**config.mk**
```make
export PLATFORM = sky130hd
export DESIGN_NAME = lsu_mem_master
export DESIGN_NICKNAME = d
export VERILOG_FILES = /design/src/rtl/lsu_mem_master.sv
export SDC_FILE = /design/constraint.sdc
export NUM_CORES = 1
export LEC_CHECK = 0
export BUFFER_PORTS_ARGS = -buffer_cell sky130_fd_sc_hd__buf_2
export CAP_MARGIN = 20
export CORE_MARGIN = 2
export CORE_UTILIZATION = 30
export DETAILED_ROUTE_END_ITERATION = 8
export GPL_ROUTABILITY_DRIVEN = 0
export SLEW_MARGIN = 20
export SYNTH_ARGS = -nofsm -noshare
export SYNTH_HDL_FRONTEND = slang
export SYNTH_SLANG_ARGS = --single-unit
export TNS_END_PERCENT = 100
```
**constraint.sdc**
```tcl
create_clock -name clk -period 2.23 [get_ports clk]
set_clock_uncertainty 0.05 [all_clocks]
set_input_delay 0.1115 -clock clk [delete_from_list [all_inputs] [get_ports clk]]
set_output_delay 0.1115 -clock clk [all_outputs]
set_load 0.005 [all_outputs]
```
**src/rtl/lsu_mem_master.sv**
```systemverilog
// Load/store unit driving a word-organised data memory; sub-word stores are read-modify-write.
// Optional LSU_MISALIGN_TRAP_EN: flag misaligned requests instead of forcing natural alignment.
module lsu_mem_master (
    input  logic        clk,
    input  logic        rst,
    input  logic        req_valid,
    output logic        req_ready,
    input  logic        req_we,
    input  logic [1:0]  req_size,
    input  logic        req_unsigned,
    input  logic [31:0] req_addr,
    input  logic [31:0] req_wdata,
    output logic        rsp_valid,
    output logic [31:0] rsp_rdata,
    output logic        rsp_misaligned,
    output logic        mem_we,
    output logic [31:0] mem_addr,
    output logic [31:0] mem_wd,
    input  logic [31:0] mem_rd
);

    localparam int unsigned XLEN = 32;
    localparam int unsigned HALF = 16;
    localparam int unsigned BYTE = 8;

    typedef enum logic [1:0] {
        S_IDLE   = 2'd0,
        S_ACCESS = 2'd1,
        S_MERGE  = 2'd2,
        S_RESP   = 2'd3
    } state_t;

    state_t            state;
    logic [1:0]        off_q;
    logic              byte_q;
    logic              word_q;
    logic              we_q;
    logic              uns_q;
    logic              mis_q;
    logic [HALF-1:0]   wdata_q;
    logic              mem_we_q;
    logic [XLEN-1:0]   mem_wd_q;

    logic              acc_word;
    logic              acc_half;
    logic              acc_mis;
    logic [XLEN-1:0]   acc_addr;
    logic              acc_full_wr;

    // Select the addressed lane of a word and extend it to XLEN.
    function automatic logic [XLEN-1:0] load_extract(
        input logic [XLEN-1:0] w,
        input logic [1:0]      off,
        input logic            is_byte,
        input logic            is_word,
        input logic            uns
    );
        logic [BYTE-1:0] b;
        logic [HALF-1:0] h;
        logic [XLEN-1:0] r;
        case (off)
            2'd0:    b = w[7:0];
            2'd1:    b = w[15:8];
            2'd2:    b = w[23:16];
            default: b = w[31:24];
        endcase
        h = off[1] ? w[31:16] : w[15:0];
        if (is_word) begin
            r = w;
        end else if (is_byte) begin
            r = uns ? {24'h0, b} : {{24{b[BYTE-1]}}, b};
        end else begin
            r = uns ? {16'h0, h} : {{16{h[HALF-1]}}, h};
        end
        return r;
    endfunction

    // Replace the addressed byte or half lane of the old word with store data.
    function automatic logic [XLEN-1:0] store_merge(
        input logic [XLEN-1:0] old,
        input logic [1:0]      off,
        input logic            is_byte,
        input logic [HALF-1:0] wd
    );
        logic [XLEN-1:0] r;
        r = old;
        if (is_byte) begin
            case (off)
                2'd0:    r[7:0]   = wd[7:0];
                2'd1:    r[15:8]  = wd[7:0];
                2'd2:    r[23:16] = wd[7:0];
                default: r[31:24] = wd[7:0];
            endcase
        end else if (off[1]) begin
            r[31:16] = wd;
        end else begin
            r[15:0] = wd;
        end
        return r;
    endfunction

    // Request decode: alignment check (trap build) or forced natural alignment.
    always_comb begin
        acc_word = req_size[1];
        acc_half = (req_size == 2'b01);
`ifdef LSU_MISALIGN_TRAP_EN
        acc_mis  = (acc_half && req_addr[0]) || (acc_word && (req_addr[1:0] != 2'b00));
        acc_addr = req_addr;
`else
        acc_mis  = 1'b0;
        if (acc_word) begin
            acc_addr = {req_addr[31:2], 2'b00};
        end else if (acc_half) begin
            acc_addr = {req_addr[31:1], 1'b0};
        end else begin
            acc_addr = req_addr;
        end
`endif
        acc_full_wr = req_we && acc_word && !acc_mis;
    end

    assign req_ready = (state == S_IDLE) && !rst;
    assign mem_we    = mem_we_q && !rst;
    assign mem_wd    = mem_we ? mem_wd_q : '0;

    always_ff @(posedge clk) begin
        if (rst) begin
            state          <= S_IDLE;
            off_q          <= '0;
            byte_q         <= 1'b0;
            word_q         <= 1'b0;
            we_q           <= 1'b0;
            uns_q          <= 1'b0;
            mis_q          <= 1'b0;
            wdata_q        <= '0;
            mem_we_q       <= 1'b0;
            mem_wd_q       <= '0;
            mem_addr       <= '0;
            rsp_valid      <= 1'b0;
            rsp_rdata      <= '0;
            rsp_misaligned <= 1'b0;
        end else begin
            case (state)
                S_IDLE: begin
                    if (req_valid) begin
                        state    <= S_ACCESS;
                        off_q    <= acc_addr[1:0];
                        byte_q   <= (req_size == 2'b00);
                        word_q   <= acc_word;
                        we_q     <= req_we;
                        uns_q    <= req_unsigned;
                        mis_q    <= acc_mis;
                        wdata_q  <= req_wdata[HALF-1:0];
                        mem_addr <= {acc_addr[31:2], 2'b00};
                        // Word stores write during ACCESS, so arm the write here.
                        mem_we_q <= acc_full_wr;
                        mem_wd_q <= acc_full_wr ? req_wdata : '0;
                    end
                end
                S_ACCESS: begin
                    if (mis_q) begin
                        state          <= S_RESP;
                        mem_addr       <= '0;
                        rsp_valid      <= 1'b1;
                        rsp_rdata      <= '0;
                        rsp_misaligned <= 1'b1;
                    end else if (!we_q) begin
                        state     <= S_RESP;
                        mem_addr  <= '0;
                        rsp_valid <= 1'b1;
                        rsp_rdata <= load_extract(mem_rd, off_q, byte_q, word_q, uns_q);
                    end else if (word_q) begin
                        state     <= S_RESP;
                        mem_addr  <= '0;
                        mem_we_q  <= 1'b0;
                        mem_wd_q  <= '0;
                        rsp_valid <= 1'b1;
                        rsp_rdata <= '0;
                    end else begin
                        state    <= S_MERGE;
                        mem_we_q <= 1'b1;
                        mem_wd_q <= store_merge(mem_rd, off_q, byte_q, wdata_q);
                    end
                end
                S_MERGE: begin
                    state     <= S_RESP;
                    mem_addr  <= '0;
                    mem_we_q  <= 1'b0;
                    mem_wd_q  <= '0;
                    rsp_valid <= 1'b1;
                    rsp_rdata <= '0;
                end
                default: begin
                    state          <= S_IDLE;
                    rsp_valid      <= 1'b0;
                    rsp_rdata      <= '0;
                    rsp_misaligned <= 1'b0;
                end
            endcase
        end
    end

endmodule

```
==> results.yml, run 1 <==
run_status:
  run_status: "finished, final reports clean"
critical_path:
  timing.rr.start: "state[0]"
  crit_type: "register to register"
  timing.critical_path.buf_inv: 2
  crit_arrival_ns: 2.21
  path_cells: "inv_1 > ha_2 > and2b_4 > or3_1 > buf_4 > a221oi_1 > nor3_1"
  worst-r2r-setup-slack_ns: 0.23
  reg2reg_depth: 7
  timing.rr.end: "mem_wd_q[6]"
  critPathCaptureType: "register"
  crit_path_max_incr_delay_ns: 0.38
  required_ns: 2.45
  cp_top_family: "simple AND/OR/NAND/NOR gates"
  crit_path_start_kind: "register"
  cp-startpoint: "state[0]"
  path_max_fanout: 17
  cp_slowest_cell: "dfxtp_1"
grt:
  overflow: 0
  grtUsageTotal_pct: 20.1
  grt_pass1_vias: 6149
  antenna_found_initial: 0
  grt_pass1_wl_mm: 33.5
  grt_start_max_net_pins: 53
routing:
  drc: 0
  routed_via_density: 5.04
  drt_first_pass_iters: 5
  ant_nets: 0
  wl_per_cell_um: 17.4
  dr_total_vias: 6256
  drt_wl_total_mm: 21.6
  drt_iter0_markers: 375
synth:
  syn_area_sq_um: 6020
  async_flop_share_pct: 0
  yosysSeqAreaShare_pct: 39.9
  yosysMostFrequentCell: "dfxtp_1"
  synth_area_leaders: "dfxtp_1, nand2_1, a21oi_1"
  yosysWarnings: 0
  avgSynthCellArea_sq_um: 8.64
  synthCells: 697
  yosys-top-cells-count: "dfxtp_1, nand2_1, a21oi_1"
  ys.flop_type: "dfxtp_1"
  synth_top_area_share_pct: 39.9
  synthDistinctLibCells: 47
  yosys.area.top_type: "dfxtp_1"
  synth-edff-count: 0
  synth_seq_cells: 120
clock_network:
  clock_path_buffers: 2
  postCtsSetupBuffers: 0
  h-tree-depth: 4
  cts_num_sinks: 120
  cts_tree: "yes"
  cts_buffers: 17
  clk_pin_slew_ns: 0.06
  clk_latency_ns: 0.42
  cts_root_buffer: "clkbuf_16"
flow_run:
  maxCapViolations: 0
floorplan:
  rows: 51
  boundaryPins: 203
  start_util_pct: 30.7
  dieArea_sq_um: 21200
  fp.dieH_um: 146
  core_sq_um: 19600
  die_x_um: 146
min_path:
  min_delay_path_depth: 3
  min_from: "mem_rd[12]"
  whs_endpoint: "rsp_rdata[12]"
  min_path_type: "input port to register"
timing:
  fin_tns_setup_ns: 0
  worst-slew-pin-transition_ns: 0.562
  fin_ws_ns: 0.235
  hold_violations: 0
  grt_setup_unrepaired: "false"
  maxSlewHeadroom_pct: 62.5
  period_minus_slack_ns: 2.00
  fin_crit_sh_pct: 89.5
  final-max-slew-violation-count: 0
  finalSetupViolations: 0
  timing.fmax_ghz: 0.501
placed_design:
  post-place-ws_ns: 0.0560
  hpwl_mm: 15.1
  port_buffers: 199
power_and_ir_drop:
  pwr_density_cell_nw_per_um2: 1130
  leakage_nw: 3.84
  ir_worst_vdd_uv: 705
layout:
  layout.nets: 1073
  antennaDiodeCount: 0
  drive_gt1_share_pct: 31.5
  syn_to_final_growth_pct: 46.6
## cell type report
class,instances,area (sq um)
clock buffers,22,474
clock inverters,8,145
fillers,1945,10800
inverters,14,52.6
multi-input cells,498,3280
flip-flops and latches,120,2400
well taps,265,332
repair buffers,315,2140
## layout by cell type, fill, tap and decap left out, drive strengths merged, types with 23 or more instances in the layout
| cell type | n |
|---|---|
| buf | 220 |
| dfxtp | 120 |
| dlygate4sd3 | 95 |
| nand2 | 90 |
| a21oi | 66 |
| nor2 | 43 |
| and2 | 34 |
| nand3b | 32 |
| nor3 | 30 |
| mux2 | 25 |
| a221o | 23 |
## worst max path at each step
stage                          to  cells after the start
floorplan            mem_wd_q[21]                      8
global placement     rsp_rdata[9]                      6
detailed placement  rsp_rdata[13]                      6
CTS                 rsp_rdata[13]                      6
global route        rsp_rdata[20]                      7
finish                mem_wd_q[6]                      7
## per-layer routing
metal / part of all wire, % / GRT usage, % / up-vias / routed length, um
met3: 7.2 / 5.24 / 32 / 1560
li1: - / - / 3067 / -
met5: 0 / 0 / - / 0
met1: 42 / 24.3 / 2899 / 9060
met2: 48 / 34.2 / 258 / 10400
met4: 2.4 / 7.50 / 0 / 527
## where the power goes
part / switching [mW] / total (mW) / internal [mW]
combinational: 2.15 / 3.84 / 1.69
sequential: 0.413 / 3.23 / 2.82
clock: 0.983 / 2.92 / 1.94
## state kept, by name, indices dropped and copies added, names as in the netlist
signal and cells:
mem_wd_q 32, rsp_rdata 32, mem_addr 30, wdata_q 16, off_q 2, state 2
byte_q 1, mem_we_q 1, rsp_valid 1, uns_q 1, we_q 1, word_q 1
## repair_timing
action,4_1_cts,5_1_grt
gates resized for setup,0,3
endpoints found under the setup margin,0,24
hold buffers,95,0
endpoints found under the hold margin,101,0
## through the flow
step           util [%]  instance area (sq um)  hold WS (ns)  total power, mW  instances
2_1_floorplan         -                   6030         0.193             5.71        699
3_3_place_gp       37.0                   7250         0.319             6.94       1117
3_5_place_dp       37.0                   7250         0.323             6.98       1117
4_1_cts            45.0                   8820       0.00334             10.1       1242
5_1_grt            45.1                   8830       0.00114             10.7       1242
6_report           45.1                   8830        0.0133             10.0       1242
## worst min-delay path: stages
cell,delay (ns)
buf_2,0.13
o2bb2ai_1,0.13
a211o_1,0.09
## logic make-up after synthesis
kind of cell	synth area share (%)
AO/OA/AOI/OAI	24.7
adder cells (fa/ha/maj)	0.831
buffers and inverters	6.25
flip-flops	39.9
multiplexers	6.17
other	0.0623
AND/OR/NAND/NOR	22.1
Power figures use the tool's default switching activity.
==> run 2, diff against run 1 <==
--- a/config.mk
+++ b/config.mk
@@ -7,6 +7,7 @@
 export LEC_CHECK = 0
 export BUFFER_PORTS_ARGS = -buffer_cell sky130_fd_sc_hd__buf_2
 export CAP_MARGIN = 20
+export CORE_ASPECT_RATIO = 0.6
 export CORE_MARGIN = 2
 export CORE_UTILIZATION = 30
 export DETAILED_ROUTE_END_ITERATION = 8
==> run 2 against run 1 <==
Clock power is 4% lower. Hold slack lost 0.0091 ns. Via count is 2.3% higher. First-iteration DRC count rose by 42%. Global-route usage increased by 0.55 points. Utilization down 0.45 points. Design area is 0.41% higher. Setup slack worse by 0.076 ns. Sequential power hardly changed. Register-to-register slack got worse by 0.08 ns. Critical path depth did not move. Routed wire length is 3.0% higher. Largest cell class unchanged. Highest routed layer unchanged.
==> results.yml, run 2 (synthesis results as in run 1) <==
run_status:
  run_status: "finished, final reports clean"
layout:
  mostFrequentLayoutCell: "buf_2"
  syn_to_final_growth_pct: 47.2
  layout.nets: 1074
  final_cell_count_no_fill: 1255
  drive_gt1_share_pct: 32.3
  final_cell_mix: "buf_2, dfxtp_1, dlygate4sd3_1, nand2_1, a21oi_1"
  top_regs: "mem_wd_q (32), rsp_rdata (32), mem_addr (30)"
timing:
  hold_violations: 0
  fin_tns_setup_ns: 0
  fin_crit_sh_pct: 92.9
  timing.fmax_ghz: 0.483
  finalSetupViolations: 0
  maxSlewHeadroom_pct: 62.4
  grt_setup_unrepaired: "false"
  worst-slew-pin-transition_ns: 0.564
  whs_ns: 0.00424
  period_minus_slack_ns: 2.07
  final-max-slew-violation-count: 0
critical_path:
  crit_type: "register to register"
  worst-r2r-setup-slack_ns: 0.16
  crit_path_start_kind: "register"
  required_ns: 2.54
  reg2reg_depth: 7
  critPathCaptureType: "register"
  path_max_fanout: 16
  crit_arrival_ns: 2.38
floorplan:
  core_sq_um: 19900
  dieArea_sq_um: 21300
  fp.dieH_um: 114
  die_x_um: 187
  start_util_pct: 30.3
  rows: 40
  boundaryPins: 203
grt:
  grt_pass1_vias: 6095
  grt_start_max_net_pins: 52
  overflow: 0
  antenna_found_initial: 2
  grt_pass1_wl_mm: 34.2
  grtUsageTotal_pct: 20.6
min_path:
  min_delay_path_depth: 3
  min_path_type: "input port to register"
power_and_ir_drop:
  leakage_nw: 3.82
  pwr_density_cell_nw_per_um2: 1120
  ir_worst_vdd_uv: 729
clock_network:
  cts_tree: "yes"
  clk_latency_ns: 0.42
  cts_buffers: 17
  clk_pin_slew_ns: 0.06
  cts_root_buffer: "clkbuf_16"
  h-tree-depth: 4
  clock_path_buffers: 2
  cts_num_sinks: 120
flow_run:
  maxCapViolations: 0
routing:
  dr_total_vias: 6402
  drt_iter0_markers: 531
  drc: 0
  wl_per_cell_um: 17.7
  drt_first_pass_iters: 7
  drt_wl_total_mm: 22.2
  ant_nets: 0
  routed_via_density: 5.10
placed_design:
  placed_cells: 1126
  port_buffers: 199
  hpwl_mm: 15.8
run 2: cell types whose count changed in the layout (fill, tap and decap cells not counted), moves of 3 or more:
| cell | previous run | this run |
|---|---|---|
| clkinvlp_4 | 2 | 5 |
| inv_6 | 0 | 7 |
| buf_4 | 18 | 15 |
| clkbuf_8 | 3 | 0 |
run 2: cell type report:
class	count	area (sq um)
multi-input cells	498	3290
inverters	14	52.6
well taps	273	342
flip-flops and latches	120	2400
clock inverters	15	164
fillers	1966	11000
repair buffers	316	2180
diodes	2	5.00
clock buffers	17	425
run 2: metrics by stage:
step / total power, mW / area (sq um) / util, % / setup slack (ns)
after CTS: 9.94 / 8830 / 44.5 / 0.0349
after global placement: 6.95 / 7290 / 36.7 / 0.134
after detailed placement: 6.98 / 7290 / 36.7 / 0.107
final: 9.96 / 8860 / 44.6 / 0.159
after global routing: 10.6 / 8860 / 44.6 / 0.0169
after floorplan: 5.71 / 6030 / - / 0.303
run 2: where the power goes:
part	leakage, nW	switching (mW)	internal (mW)	total, mW
Sequential	0.983	0.416	2.81	3.23
Clock	0.274	1.13	1.66	2.79
Combinational	2.56	2.20	1.74	3.94
Total	3.82	3.74	6.22	9.96
run 2: worst max-delay path, cell delays in order, from the launching register on:
cell and delay [ns]:
dfxtp_1 0.34, inv_1 0.09, ha_1 0.32, nor4b_4 0.47
nand2_4 0.16, nor4_4 0.15, buf_4 0.27, a221o_1 0.14
run 2: repair_timing:
item,in CTS,in global routing
hold buffers,95,0
resized for setup,0,7
hold endpoints to repair,104,0
buffers inserted,0,0
endpoints found under the setup margin,0,41
run 2: metal layers:
metal | global-route usage (%) | up-vias | part of all wire, %
li1 | - | 3075 | -
met1 | 30.2 | 3050 | 49
met2 | 30.4 | 267 | 43
met3 | 5.69 | 10 | 7.3
met4 | 3.54 | 0 | 0.48
met5 | 0 | - | 0
run 2: final timing paths:
path | startpoint | endpoint
setup / recovery | state[1] | rsp_rdata[29]
hold / removal | req_wdata[20] | mem_wd_q[20]
setup reg to reg | state[1] | rsp_rdata[29]
hold reg to reg | mem_addr[25] | mem_addr[25]
==> run 3, diff against run 2 <==
--- a/config.mk
+++ b/config.mk
@@ -12,6 +12,7 @@
 export CORE_UTILIZATION = 30
 export DETAILED_ROUTE_END_ITERATION = 8
 export GPL_ROUTABILITY_DRIVEN = 0
+export RECOVER_POWER = 50
 export SLEW_MARGIN = 20
 export SYNTH_ARGS = -nofsm -noshare
 export SYNTH_HDL_FRONTEND = slang
==> run 3 against run 2 <==
Sequential cell count did not move. Via count rose by 0.28%. Combinational power fell by 1%. Utilization fell by 0.37 points. Count of clock-buffer cells in the layout did not move. Clock power barely moved. Maximum frequency fell by 0.54%. First-iteration DRC count fell by 5.6%. Sequential share of layout area rose by 0.22 points. Critical path depth did not move. Largest power group unchanged. Global-route usage did not move.
==> results.yml, run 3 (synthesis results as in run 1) <==
placed_design:
  hpwl_mm: 15.8
  post-place-ws_ns: 0.107
  place_area_sq_um: 7290
  port_buffers: 199
floorplan:
  dieArea_sq_um: 21300
  rows: 40
  fp.dieH_um: 114
  boundaryPins: 203
  core_sq_um: 19900
  start_util_pct: 30.3
  die_x_um: 187
power_and_ir_drop:
  leakage_nw: 3.58
  p_sw_share_pct: 37.9
  combPwrFrac_pct: 39.2
  internal-power_mw: 6.16
  clockPowerShare_pct: 28.2
  finalPower_mw: 9.92
  seqPwrFrac_pct: 32.6
  pwr_density_cell_nw_per_um2: 1130
  p_switching_mw: 3.76
  ir_worst_vdd_uv: 725
run_status:
  run_status: "finished, final reports clean"
timing:
  final-max-slew-violation-count: 0
  timing.fmax_ghz: 0.480
  fin_tns_setup_ns: 0
  fin_ws_ns: 0.148
  fin_crit_sh_pct: 93.4
  period_minus_slack_ns: 2.08
  whs_ns: 0.00388
  grt_setup_unrepaired: "false"
  worst-slew-pin-transition_ns: 0.562
  maxSlewHeadroom_pct: 62.5
  finalSetupViolations: 0
  hold_violations: 0
routing:
  dr_wl_met2_mm: 9.53
  drt_wl_total_mm: 22.4
  routed_via_density: 5.12
  drt_iter0_markers: 501
  drt_first_pass_iters: 5
  dr_total_vias: 6420
  highest_layer: "met4"
  ant_nets: 0
  wl_met1_mm: 11.0
  drc: 0
  wl_met3_mm: 1.78
  wl_per_cell_um: 17.8
flow_run:
  maxCapViolations: 0
critical_path:
  timing.rr.start: "state[1]"
  cp-startpoint: "state[1]"
  cp_slowest_cell: "nor4b_4"
  crit_path_start_kind: "register"
  reg2reg_depth: 7
  critPathCaptureType: "register"
  crit_path_end: "rsp_rdata[28]"
  timing.rr.end: "rsp_rdata[28]"
  crit_arrival_ns: 2.39
  crit_type: "register to register"
  required_ns: 2.54
  worst-r2r-setup-slack_ns: 0.15
  path_cells: "inv_1 > ha_1 > nor4b_4 > nand2_4 > nor4_4 > buf_4 > a221o_1"
  crit_path_max_incr_delay_ns: 0.48
  path_max_fanout: 16
grt:
  grt_start_max_net_pins: 52
  grt_pass1_vias: 6095
  grt_pass1_wl_mm: 34.2
  overflow: 0
  antenna_found_initial: 2
  grtUsageTotal_pct: 20.6
layout:
  postLayoutCellArea_sq_um: 8790
  fillers: 2004
  final_cell_mix: "buf_2, dfxtp_1, dlygate4sd3_1, nand2_1, a21oi_1"
  drive_gt1_share_pct: 26.6
  layout.nets: 1074
  syn_to_final_growth_pct: 46.0
  mostFrequentLayoutCell: "buf_2"
  top_regs: "mem_wd_q (32), rsp_rdata (32), mem_addr (30)"
clock_network:
  postCtsSetupBuffers: 0
  clk_pin_slew_ns: 0.06
  clk_latency_ns: 0.42
  cts_buffers: 17
  cts_tree: "yes"
  cts_num_sinks: 120
  cts_root_buffer: "clkbuf_16"
  clock_path_buffers: 2
  h-tree-depth: 4
min_path:
  min_path_type: "input port to register"
run 3: worst min path at each step:
stage | startpoint | endpoint | slack [ns] | cells after the start
after detailed placement | req_unsigned | uns_q | 0.31 | 3
final | req_wdata[20] | mem_wd_q[20] | 0.004 | 3
after floorplan | mem_rd[0] | rsp_rdata[0] | 0.19 | 2
after global routing | mem_rd[28] | rsp_rdata[28] | 0.03 | 2
after CTS | mem_rd[12] | rsp_rdata[12] | 0.001 | 3
after global placement | mem_rd[1] | rsp_rdata[1] | 0.30 | 3
run 3: through the flow:
step,utilization [%],std cells
finish,44.3,1255
global route,44.3,1255
CTS,44.5,1253
detailed placement,36.7,1126
global placement,36.7,1126
floorplan,-,699
run 3: worst max-delay path, delay by kind of cell (launching register included):
family,cells,cell delay [ns]
AO/OA/AOI/OAI,1,0.15
adder cells (fa/ha/maj),1,0.32
buffers and inverters,2,0.36
flip-flops,1,0.34
AND/OR/NAND/NOR,3,0.79
run 3: metal layers:
layer,up-vias,GRT usage (%)
li1,3074,-
met1,3054,30.2
met2,283,30.4
met3,9,5.69
met4,0,3.54
met5,-,0
run 3: cell type report:
| cell class | instances | area (sq um) | area share, % |
|---|---|---|---|
| Multi-Input combinational cell | 498 | 3290 | 37.4 |
| Sequential cell | 120 | 2400 | 27.3 |
| Timing Repair Buffer | 316 | 2110 | 24.0 |
| Clock buffer | 17 | 425 | 4.84 |
| Tap cell | 273 | 342 | 3.89 |
| Clock inverter | 15 | 164 | 1.86 |
| Inverter | 14 | 52.6 | 0.598 |
| Antenna cell | 2 | 5.00 | 0.0569 |
run 3: repair_timing:
action / CTS / global route
hold buffers: 95 / 0
resized for setup: 0 / 7
endpoints found under the hold margin: 104 / 0
endpoints found under the setup margin: 0 / 41
run 3: power groups by stage:
stage	logic [mW]	registers, mW	clock network, mW
5_1_grt	4.32	3.31	2.95
4_1_cts	3.87	3.22	2.84
3_3_place_gp	3.70	3.25	0
2_1_floorplan	2.56	3.15	0
6_report	3.89	3.24	2.80
3_5_place_dp	3.72	3.26	0
